`src/rtl/wifi_tx_fifo_pkg.sv`:
```
// Shared types and sizing helpers for the WIFI TX stream FIFO.
// Burst FSM encoding plus depth/count-width helpers derived from the address width.
package wifi_tx_fifo_pkg;

  typedef enum logic [1:0] {
    StIdle  = 2'd0,
    StLoad  = 2'd1,
    StPend  = 2'd2,
    StDrain = 2'd3
  } fifo_state_e;

  function automatic int unsigned fifo_depth(input int unsigned ad);
    return 32'd1 << ad;
  endfunction

  // Occupancy needs one extra bit so that a completely full FIFO is representable.
  function automatic int unsigned fifo_cnt_w(input int unsigned ad);
    return ad + 32'd1;
  endfunction

endpackage

```
`src/rtl/wifi_tx_fifo_ram.sv`:
```
// Simple dual-port storage for the TX stream FIFO.
// Synchronous write, registered read on re_i; only the read register is reset.
module wifi_tx_fifo_ram #(
  parameter int unsigned DATA = 1,
  parameter int unsigned AD   = 4
) (
  input  logic            clk_i,
  input  logic            reset_i,
  input  logic            we_i,
  input  logic [AD-1:0]   waddr_i,
  input  logic [DATA-1:0] wdata_i,
  input  logic            re_i,
  input  logic [AD-1:0]   raddr_i,
  output logic [DATA-1:0] rdata_o
);

  logic [DATA-1:0] mem_q [2**AD];
  logic [DATA-1:0] rdata_d, rdata_q;

  always_ff @(posedge clk_i) begin
    if (we_i) begin
      mem_q[waddr_i] <= wdata_i;
    end
  end

  // Holding the last word on idle cycles keeps data_out stable between beats.
  always_comb begin
    rdata_d = rdata_q;
    if (re_i) begin
      rdata_d = mem_q[raddr_i];
    end
  end

  always_ff @(posedge clk_i) begin
    if (reset_i) begin
      rdata_q <= '0;
    end else begin
      rdata_q <= rdata_d;
    end
  end

  assign rdata_o = rdata_q;

endmodule

```
`src/rtl/wifi_tx_stream_fifo.sv`:
```
// Parametrised TX stream FIFO between scrambler/encoder and puncturer/interleaver, with a
// burst-tracking FSM for finished. Define WIFI_TX_FIFO_STATUS_EN to add level/ovf/udf ports.
module wifi_tx_stream_fifo
  import wifi_tx_fifo_pkg::*;
#(
  parameter int unsigned DATA  = 1,
  parameter int unsigned AD    = 4,
  parameter int unsigned AF_TH = 3
) (
  input  logic            clk,
  input  logic            reset,
  input  logic            we,
  input  logic [DATA-1:0] data_in,
  input  logic            re,
  output logic [DATA-1:0] data_out,
  output logic            valid_out,
  output logic            full,
  output logic            empty,
  output logic            almost_full,
`ifdef WIFI_TX_FIFO_STATUS_EN
  output logic [AD:0]     level,
  output logic            ovf,
  output logic            udf,
`endif
  output logic            finished
);

  localparam int unsigned Depth = fifo_depth(AD);
  localparam int unsigned CntW  = fifo_cnt_w(AD);
  localparam logic [CntW-1:0] DepthLvl = CntW'(Depth);
  localparam logic [CntW-1:0] LvlOne   = CntW'(1);
  localparam logic [AD-1:0]   PtrOne   = AD'(1);
  localparam bit              AfAlways = (AF_TH >= Depth);
  localparam logic [CntW-1:0] AfLvl    = AfAlways ? '0 : CntW'(Depth - AF_TH);

  logic            rd_ok, wr_ok;
  logic [AD-1:0]   wptr_d, wptr_q, rptr_d, rptr_q;
  logic [CntW-1:0] level_d, level_q;
  logic            full_d, full_q, empty_d, empty_q, af_d, af_q, valid_d, valid_q;
  fifo_state_e     state_d, state_q;
`ifdef WIFI_TX_FIFO_STATUS_EN
  logic            ovf_d, ovf_q, udf_d, udf_q;
`endif

  always_comb begin
    rd_ok   = re & ~empty_q;
    // A read frees a slot in the same cycle, so a full FIFO still accepts a paired write.
    wr_ok   = we & (~full_q | rd_ok);
    wptr_d  = wptr_q;
    rptr_d  = rptr_q;
    level_d = level_q;
    if (wr_ok) wptr_d = wptr_q + PtrOne;
    if (rd_ok) rptr_d = rptr_q + PtrOne;
    case ({wr_ok, rd_ok})
      2'b10:   level_d = level_q + LvlOne;
      2'b01:   level_d = level_q - LvlOne;
      default: level_d = level_q;
    endcase
    full_d  = (level_d == DepthLvl);
    empty_d = (level_d == '0);
    af_d    = AfAlways | (level_d >= AfLvl);
    valid_d = rd_ok;
`ifdef WIFI_TX_FIFO_STATUS_EN
    ovf_d   = ovf_q | (we & full_q & ~rd_ok);
    udf_d   = udf_q | (re & empty_q);
`endif
  end

  always_comb begin
    state_d = state_q;
    case (state_q)
      StIdle:  if (wr_ok) state_d = StLoad;
      StLoad:  if (!we) state_d = rd_ok ? StDrain : StPend;
      StPend:  if (rd_ok) state_d = StDrain;
      // Leave only once the final beat is on data_out and nothing new arrived.
      StDrain: if ((level_q == '0) && !rd_ok && !wr_ok && valid_q) state_d = StIdle;
      default: state_d = StIdle;
    endcase
  end

  always_ff @(posedge clk) begin
    if (reset) begin
      wptr_q  <= '0;
      rptr_q  <= '0;
      level_q <= '0;
      full_q  <= 1'b0;
      empty_q <= 1'b1;
      af_q    <= AfAlways;
      valid_q <= 1'b0;
      state_q <= StIdle;
`ifdef WIFI_TX_FIFO_STATUS_EN
      ovf_q   <= 1'b0;
      udf_q   <= 1'b0;
`endif
    end else begin
      wptr_q  <= wptr_d;
      rptr_q  <= rptr_d;
      level_q <= level_d;
      full_q  <= full_d;
      empty_q <= empty_d;
      af_q    <= af_d;
      valid_q <= valid_d;
      state_q <= state_d;
`ifdef WIFI_TX_FIFO_STATUS_EN
      ovf_q   <= ovf_d;
      udf_q   <= udf_d;
`endif
    end
  end

  wifi_tx_fifo_ram #(
    .DATA (DATA),
    .AD   (AD)
  ) u_ram (
    .clk_i   (clk),
    .reset_i (reset),
    .we_i    (wr_ok),
    .waddr_i (wptr_q),
    .wdata_i (data_in),
    .re_i    (rd_ok),
    .raddr_i (rptr_q),
    .rdata_o (data_out)
  );

  assign valid_out   = valid_q;
  assign full        = full_q;
  assign empty       = empty_q;
  assign almost_full = af_q;
  assign finished    = (state_q == StIdle) || (state_q == StLoad);
`ifdef WIFI_TX_FIFO_STATUS_EN
  assign level       = level_q;
  assign ovf         = ovf_q;
  assign udf         = udf_q;
`endif

endmodule
```
`config.mk`:
```
export PLATFORM = sky130hd
export DESIGN_NAME = wifi_tx_stream_fifo
export DESIGN_NICKNAME = d
export VERILOG_FILES = /design/src/rtl/wifi_tx_fifo_pkg.sv /design/src/rtl/wifi_tx_fifo_ram.sv /design/src/rtl/wifi_tx_stream_fifo.sv
export SDC_FILE = /design/constraint.sdc
export NUM_CORES = 1
export LEC_CHECK = 0
export CORE_ASPECT_RATIO = 0.9
export CORE_MARGIN = 2
export CORE_UTILIZATION = 50
export DETAILED_ROUTE_END_ITERATION = 12
export HOLD_SLACK_MARGIN = 0.1
export PLACE_DENSITY = 0.74
export SYNTH_ARGS = -nofsm -noshare
export SYNTH_HDL_FRONTEND = slang
export SYNTH_SLANG_ARGS = --single-unit
```
`constraint.sdc`:
```
create_clock -name clk -period 5.6 [get_ports clk]
set_clock_uncertainty 0.15 [all_clocks]
set_input_delay 1.4 -clock clk [delete_from_list [all_inputs] [get_ports clk]]
set_output_delay 1.4 -clock clk [all_outputs]
set_load 0.01 [all_outputs]
```
==> impl_metrics.py, run 1 <==
metrics = {
    "run_status": {
        "status": "complete, no violations",
    },
    "cts": {
        "cts_tree": "built",
        "h-tree-depth": 2,
        "clock-root-buffer": "clkbuf_8",
        "cts_buffers": 5,
        "clk_latency_ps": 280,
        "clk_path_buf_depth": 2,
        "cts.clk_slew.worst_paths_ps": 60,
        "clock-sinks": 36,
        "cts_hold_buf": 0,
        "cts_resized": 0,
        "cts_setup_buffers": 0,
    },
    "synth": {
        "syn_inst": 170,
        "synth_top_cells_by_area": "edfxtp_1 26%, dfxtp_1 22%, ha_1 8.1%",
        "synth_top_family_by_area": "simple AND/OR/NAND/NOR gates",
        "synth_edf_count": 16,
        "synth_top_flop_cell": "dfxtp_1",
        "syn_nets": 187,
        "yosysMostFrequentCell": "nor2_1",
        "synth_xor_area_share_pct": 6.17,
        "yosys.area_share.simple_pct": 14.5,
        "netlist_top_cells_count": "30 x nor2_1, 20 x dfxtp_1, 16 x edfxtp_1",
        "synth_top_area_cell": "edfxtp_1",
        "syn-cell-area_um2": 1850,
        "synth_cell_types": 40,
        "synth_compound_area_share_pct": 10.1,
        "syn_area_per_cell_um2": 10.9,
        "synthArstFlopShare_pct": 0,
        "yosysSeqAreaShare_pct": 47.7,
        "synth_warnings": 0,
        "synthMuxAreaShare_pct": 8.67,
        "ys_ff_latch": 36,
        "synth_top_area_share_pct": 26.0,
        "synth_fa_ha_area_share_pct": 8.13,
    },
    "place": {
        "hpwl_mm": 2.26,
        "port_buffers": 10,
        "dpl-instance-area_um2": 1950,
        "gp_congestion": 0.765,
    },
    "flow_run": {
        "drv_cap": 0,
    },
    "route": {
        "ant_nets": 0,
        "drcViolationCount": 0,
        "first_pass_iters": 4,
        "wl_mm": 3.21,
        "vias": 1203,
        "drt-vias-per-instance": 5.44,
        "wire_per_inst_um": 14.5,
        "drtIter0Drc": 70,
    },
    "worst_setup_path": {
        "worst_path_most_repeated_cell": "ha_1",
        "critPathCaptureType": "flop",
        "cp.arrival_ps": 4290,
        "crit_slowest_cell": "clkdlybuf4s50_1",
        "path_class": "input port to flop",
        "max_stage_delay_ps": 510,
        "startpoint_type": "input port",
        "reg2reg_from": "empty",
        "path_cells": "clkdlybuf4s50_1 -> nand2b_4 -> a21oi_4 -> inv_4 -> ha_1 -> xor2_1 -> ha_1 -> nor2b_1 -> a211o_1 -> a221o_1 -> mux2i_1 -> nor4bb_1",
        "worstPathMaxFanout": 9,
        "startpoint": "re",
        "cp.required_ps": 5640,
    },
    "grt": {
        "grt_pass1_wl_mm": 5.38,
        "grt_pass1_vias": 1173,
        "antenna_found_initial": 0,
        "track_usage_pct": 18.1,
        "grt_max_degree": 21,
        "grt.overflow.total": 0,
    },
    "power": {
        "seq_power_share_pct": 44.8,
        "p_leak_nw": 0.768,
        "power.internal_mw": 0.515,
        "power.share.clock_pct": 22.2,
        "switching_power_mw": 0.248,
        "swShare_pct": 32.5,
        "power_density_nw_per_um2": 376,
        "ir_drop_mv": 0.196,
        "combPwrFrac_pct": 33.0,
    },
    "die": {
        "initial_utilization_pct": 53.5,
        "die_y_um": 61.7,
        "die_width_um": 68.1,
        "ios": 11,
        "die_area_um2": 4200,
        "rows": 20,
        "core_area_um2": 3450,
    },
    "sta": {
        "setup_viol": 0,
        "fin_crit_sh_pct": 75.9,
        "relSlewSlack_pct": 50.4,
        "report.final.slew_viol_count": 0,
        "rsz0062_at_grt": "no",
        "hold_viol": 0,
        "fmax_ghz": 0.235,
        "setup_tns_ps": 0,
        "period_minus_slack_ps": 4250,
        "hold_ws_ps": 364,
        "worst_slew_pin_slew_ps": 741,
    },
    "hold_path": {
        "min-delay-start": "u_ram.rdata_o",
        "min_path_type": "flop to flop",
    },
    "layout": {
        "postLayoutCoreUtil_pct": 58.7,
        "nets": 194,
        "postLayoutCellArea_um2": 2030,
        "fill_cells": 293,
        "multi_input_area_um2": 878,
        "drive_above_1_share_pct": 9.60,
        "antenna_cells": 0,
        "regArea_um2": 881,
        "area.growth.synth_to_final_pct": 9.82,
    },
}
state kept, by name, summed over array words and instances, names as in the netlist:
signal         flops
u_ram.mem_q       16
almost_full        1
level_q            5
full               1
valid_out          1
rptr_q             4
wptr_q             4
empty              1
state_q            2
u_ram.rdata_o      1
power groups by stage:
stage | logic (mW) | clock network (mW) | registers [mW]
floorplan | 0.206 | 0 | 0.330
global placement | 0.244 | 0 | 0.345
detailed placement | 0.248 | 0 | 0.348
CTS | 0.251 | 0.175 | 0.342
global route | 0.281 | 0.185 | 0.348
finish | 0.251 | 0.169 | 0.342
final cells by class:
cell class	count	area share, %
Inverter	9	1.79
Sequential cell	36	43.4
Multi-Input combinational cell	115	43.3
Clock buffer	6	3.58
Clock inverter	1	0.247
Tap cell	44	2.71
Timing Repair Buffer	10	4.94
critical path: cells and delay by family:
family | cells | cell delay (ps)
xor gates and xnor gates | 1 | 200
buffers and inverters | 2 | 590
AOI/OAI and AO/OA | 3 | 920
muxes | 1 | 170
and+or+nand+nor | 3 | 460
adders and majority gates | 2 | 560
logic make-up (layout without fill, tap and decap cells):
family                     after synthesis  count (layout)
adders and majority gates               12              12
AOI/OAI and AO/OA                       21              21
muxes                                   11              11
and+or+nand+nor                         58              58
buffers and inverters                   19              26
DFF                                     36              36
xor gates and xnor gates                13              13
layer usage:
layer / track usage, % / share of wire [%]
met5: 0 / 0
met4: 11.4 / 2.6
met3: 4.39 / 3.8
met2: 29.1 / 48
met1: 22.1 / 46
through the flow:
stage | instances | setup slack (ps) | power [mW]
3_3_place_gp | 214 | 1280 | 0.589
6_report | 221 | 1350 | 0.762
4_1_cts | 221 | 1380 | 0.769
3_5_place_dp | 214 | 1120 | 0.596
5_1_grt | 221 | 1100 | 0.815
2_1_floorplan | 170 | 1740 | 0.536
worst paths after layout:
check | end | slack [ps] | cells past startpoint
hold reg to reg | u_ram.rdata_o | 360 | 2
hold / removal | u_ram.rdata_o | 360 | 2
setup / recovery | full | 1350 | 12
setup reg to reg | full | 2580 | 10
layout by cell type (no fill, tap or decap), drive strengths merged, types with 5 or more instances in the layout:
| master | Yosys | layout |
|---|---|---|
| nand2 | 10 | 10 |
| edfxtp | 16 | 16 |
| xor2 | 9 | 9 |
| clkbuf | 6 | 6 |
| inv | 8 | 8 |
| clkdlybuf4s50 | 0 | 10 |
| mux2i | 7 | 7 |
| a21oi | 5 | 5 |
| nor3 | 5 | 5 |
| dfxtp | 20 | 20 |
| nor2 | 30 | 30 |
| ha | 12 | 12 |
No activity file was read; power rests on OpenSTA's default activity.
==> run 2: changes to the inputs <==
Settings changed: PLACE_DENSITY 0.74 to 0.77.
Clock period 5.6 ns to 3.5 ns, I/O delays scaled along.
==> impl_metrics.py, run 2 (synthesis gave the netlist of run 1 again) <==
metrics = {
    "run_status": {
        "status": "complete, no violations",
    },
    "worst_setup_path": {
        "worstPathMaxFanout": 5,
        "reg2reg_from": "empty",
        "path_cells": "dlymetal6s2s_1 -> nand2b_4 -> a21oi_4 -> inv_4 -> ha_1 -> xor2_1 -> ha_2 -> nor2b_1 -> a211o_1 -> a221o_1 -> mux2i_2 -> nor4bb_1",
        "critPathBufInv": 2,
        "rrSetupSlack_ps": 750,
        "rr_endpoint": "full",
        "reg2regPathDepth": 11,
        "critPathCaptureType": "flop",
        "crit_cells": 12,
        "crit_slowest_cell": "a221o_1",
        "startpoint_type": "input port",
        "cp.required_ps": 3540,
        "max_stage_delay_ps": 370,
        "critical-path-top-delay-family": "compound AO/OA/AOI/OAI gates",
        "cp.arrival_ps": 3100,
        "path_class": "input port to flop",
    },
    "layout": {
        "nets": 203,
        "antenna_cells": 0,
        "drive_above_1_share_pct": 16.0,
        "postLayoutCoreUtil_pct": 61.9,
        "mostFrequentLayoutCells": "30 x nor2_1, 20 x dfxtp_1, 16 x edfxtp_1",
        "area.growth.synth_to_final_pct": 15.7,
        "layout_commonest_cell": "nor2_1",
        "multi_input_area_um2": 885,
        "largest_register_ffs": 16,
        "fin_cells": 231,
        "top_register": "u_ram.mem_q",
        "regArea_um2": 881,
        "fill_cells": 278,
        "reg_top3": "u_ram.mem_q x16, level_q x5",
        "postLayoutCellArea_um2": 2140,
    },
    "grt": {
        "grt.overflow.total": 0,
        "grtUsageMet1_pct": 22.5,
        "antenna_found_initial": 0,
        "track_usage_pct": 19.1,
        "grtUsageMet2_pct": 32.7,
        "grt_pass1_vias": 1295,
        "grt_pass1_wl_mm": 5.79,
        "grt_max_degree": 21,
        "grt_use_met3_pct": 5.48,
        "grt.busiest_layer": "met2",
    },
    "sta": {
        "hold_viol": 0,
        "fin_crit_sh_pct": 87.5,
        "worst_slew_pin_slew_ps": 729,
        "report.final.slew_viol_count": 0,
        "rsz0062_at_grt": "no",
        "setup_tns_ps": 0,
        "setup_ws_ps": 438,
        "setup_viol": 0,
        "period_minus_slack_ps": 3060,
        "fmax_ghz": 0.327,
        "relSlewSlack_pct": 51.2,
    },
    "die": {
        "rows": 20,
        "die_width_um": 68.1,
        "ios": 11,
        "initial_utilization_pct": 53.5,
        "die_area_um2": 4200,
        "core_area_um2": 3450,
        "die_y_um": 61.7,
    },
    "hold_path": {
        "min_path_type": "flop to flop",
        "whs_path_depth": 2,
        "min-delay-start": "u_ram.rdata_o",
        "hold_end": "u_ram.rdata_o",
    },
    "place": {
        "placed_cells": 222,
        "gp_congestion": 0.777,
        "dpl-instance-area_um2": 2010,
        "hpwl_mm": 2.41,
        "place_ws_ps": -207,
        "port_buffers": 10,
    },
    "cts": {
        "cts_buffers": 5,
        "clock-root-buffer": "clkbuf_8",
        "cts_tree": "built",
        "clock-sinks": 36,
        "clk_latency_ps": 290,
        "clk_path_buf_depth": 2,
        "cts.clk_slew.worst_paths_ps": 70,
        "h-tree-depth": 2,
    },
    "power": {
        "ir_drop_mv": 0.318,
        "p_leak_nw": 0.834,
        "power_density_nw_per_um2": 630,
    },
    "route": {
        "wire_per_inst_um": 14.7,
        "wl_mm": 3.39,
        "drtIter0Drc": 57,
        "drcViolationCount": 0,
        "first_pass_iters": 4,
        "drt-vias-per-instance": 5.41,
        "vias": 1250,
        "ant_nets": 0,
    },
    "flow_run": {
        "drv_cap": 0,
    },
}
[run 2: worst max-delay path by stage]
stage	slack [ps]	start	endpoint
2_1_floorplan	170	re	full
3_3_place_gp	-50	re	full
3_5_place_dp	-210	re	almost_full
4_1_cts	80	re	almost_full
5_1_grt	290	re	full
6_report	440	re	full
[run 2: metrics by stage]
step	hold WS [ps]	power, mW
3_5_place_dp	336	0.990
6_report	356	1.35
3_3_place_gp	324	0.960
2_1_floorplan	370	0.858
4_1_cts	361	1.35
5_1_grt	426	1.43
[run 2: timing repair]
action / 4_1_cts / 5_1_grt
endpoints found under the hold margin: 0 / 0
hold buffers: 0 / 0
setup endpoints to repair: 0 / 2
buffers inserted: 0 / 1
gates resized for setup: 0 / 5
[run 2: worst min-delay path, cell delays in order, from the launching register on]
cell and delay, ps:
dfxtp_1 330, mux2i_1 70, nor2_1 70
[run 2: where the power goes]
part           switching (mW)  internal [mW]  total, mW
registers              0.0631          0.485      0.548
clock network           0.147          0.211      0.358
logic                   0.209          0.231      0.440
[run 2: area by class of cell]
cell class	instances	share of cell area (%)
clock inverters	2	1.64
well taps	44	2.58
multi-input cells	115	41.4
clock buffers	6	3.40
inverters	9	1.70
flip-flops and latches	36	41.2
repair buffers	19	8.08
[run 2: layer usage]
metal	vias up	share of wire, %	routed length [um]
met1	601	45	1520
met2	24	50	1700
met3	6	3.5	120
li1	619	-	-
met4	0	1.4	46
met5	-	0	0
==> run 3: changes to the inputs <==
Clock period 3.5 ns to 2.55 ns, I/O delays scaled along.
==> impl_metrics.py, run 3 (synthesis gave the netlist of run 1 again) <==
metrics = {
    "sta": {
        "fin_crit_sh_pct": 101,
        "hold_viol": 0,
        "period_minus_slack_ps": 2580,
        "fmax_ghz": 0.387,
        "setup_ws_ps": -32.4,
        "worst_slew_pin_slew_ps": 477,
        "rsz0062_at_grt": "yes",
        "relSlewSlack_pct": 68.1,
        "setup_tns_ps": -53.9,
        "report.final.slew_viol_count": 0,
        "setup_viol": 2,
    },
    "cts": {
        "clk_path_buf_depth": 2,
        "cts_hold_buf": 0,
        "h-tree-depth": 2,
        "clock-sinks": 36,
        "cts.clk_slew.worst_paths_ps": 70,
        "clk_latency_ps": 280,
        "cts_buffers": 5,
        "clock-root-buffer": "clkbuf_8",
        "cts_tree": "built",
    },
    "die": {
        "ios": 11,
        "initial_utilization_pct": 53.5,
        "die_area_um2": 4200,
        "die_width_um": 68.1,
        "core_area_um2": 3450,
        "rows": 20,
        "die_y_um": 61.7,
    },
    "route": {
        "first_pass_iters": 4,
        "wl_mm": 3.34,
        "drcViolationCount": 0,
        "drt-vias-per-instance": 5.26,
        "wire_per_inst_um": 14.0,
        "vias": 1258,
        "ant_nets": 0,
        "drtIter0Drc": 59,
    },
    "layout": {
        "top_register": "u_ram.mem_q",
        "mostFrequentLayoutCells": "30 x nor2_1, 17 x dfxtp_1, 17 x buf_4",
        "largest_register_ffs": 16,
        "postLayoutCoreUtil_pct": 64.7,
        "antenna_cells": 0,
        "area.growth.synth_to_final_pct": 20.9,
        "layout_commonest_cell": "nor2_1",
        "drive_above_1_share_pct": 24.6,
        "reg_top3": "u_ram.mem_q x16, level_q x5",
        "nets": 211,
    },
    "run_status": {
        "status": "complete, but fails checks",
        "violations": "negative setup slack",
    },
    "grt": {
        "grt_max_degree": 17,
        "track_usage_pct": 18.8,
        "grt.overflow.total": 0,
        "grt_pass1_wl_mm": 5.70,
        "antenna_found_initial": 0,
        "grt_pass1_vias": 1280,
    },
    "worst_setup_path": {
        "cp.required_ps": 2590,
        "critPathCaptureType": "flop",
        "path_class": "input port to flop",
        "startpoint_type": "input port",
        "cp.arrival_ps": 2620,
        "worstPathMaxFanout": 5,
    },
    "hold_path": {
        "min_path_type": "flop to flop",
    },
    "place": {
        "hpwl_mm": 2.42,
        "gp_congestion": 0.711,
        "port_buffers": 10,
    },
    "power": {
        "swShare_pct": 30.6,
        "power_density_nw_per_um2": 853,
        "combPwrFrac_pct": 33.6,
        "power.share.clock_pct": 26.6,
        "fin_total_pwr_mw": 1.91,
        "p_leak_nw": 0.875,
        "seq_power_share_pct": 39.8,
        "ir_drop_mv": 0.528,
        "power.internal_mw": 1.32,
        "switching_power_mw": 0.583,
    },
    "flow_run": {
        "drv_cap": 0,
    },
}
[run 3: layer usage]
metal  up-vias  global-route usage, %  part of all wire, %
li1        634                      -                    -
met1       607                   23.6                   49
met2        12                   30.7                   48
met3         5                   4.75                  2.2
met4         0                   8.86                  1.5
met5         -                      0                    0
[run 3: path summary, 6_finish.rpt]
| check | startpoint | to | slack [ps] | cells past startpoint |
|---|---|---|---|---|
| worst min-delay path | u_ram.rdata_o | u_ram.rdata_o | 370 | 2 |
| worst min register to register | u_ram.rdata_o | u_ram.rdata_o | 370 | 2 |
| worst max-delay path | re | full | -30 | 12 |
| worst max register to register | empty | full | -30 | 11 |
[run 3: power groups by stage]
| stage | logic [mW] | registers [mW] | clock network, mW |
|---|---|---|---|
| after floorplan | 0.462 | 0.726 | 0 |
| after global placement | 0.591 | 0.759 | 0 |
| after detailed placement | 0.610 | 0.767 | 0 |
| after CTS | 0.632 | 0.760 | 0.520 |
| after global routing | 0.702 | 0.772 | 0.541 |
| final | 0.640 | 0.759 | 0.506 |
[run 3: cell type report]
class,count,area [um2]
repair buffers,27,226
fillers,267,1220
flip-flops and latches,36,885
inverters,9,36.3
clock buffers,8,121
well taps,44,55.1
multi-input cells,115,910
[run 3: worst max-delay path, stage by stage]
cell	delay (ps)
buf_6	70
nand2b_4	60
a21oi_4	160
inv_4	50
ha_4	150
xor2_1	150
ha_2	250
nor2b_2	50
a211o_1	220
a221o_1	340
mux2i_2	190
nor4bb_1	280
[run 3: per-stage QoR]
stage                     setup slack (ps)  cell area (um2)  std cells  hold slack [ps]
after floorplan                       -444             1870        170              370
after global placement                -666             2050        225              326
after detailed placement              -795             2050        225              368
after CTS                            -46.0             2200        236              387
after global routing                  -148             2230        239              421
final                                -32.4             2230        239              372
[run 3: what timing repair did]
action | 4_1_cts | 5_1_grt
pin swaps | 4 | 3
setup buffers | 3 | 3
setup endpoints to repair | 7 | 5
resized for setup | 15 | 3
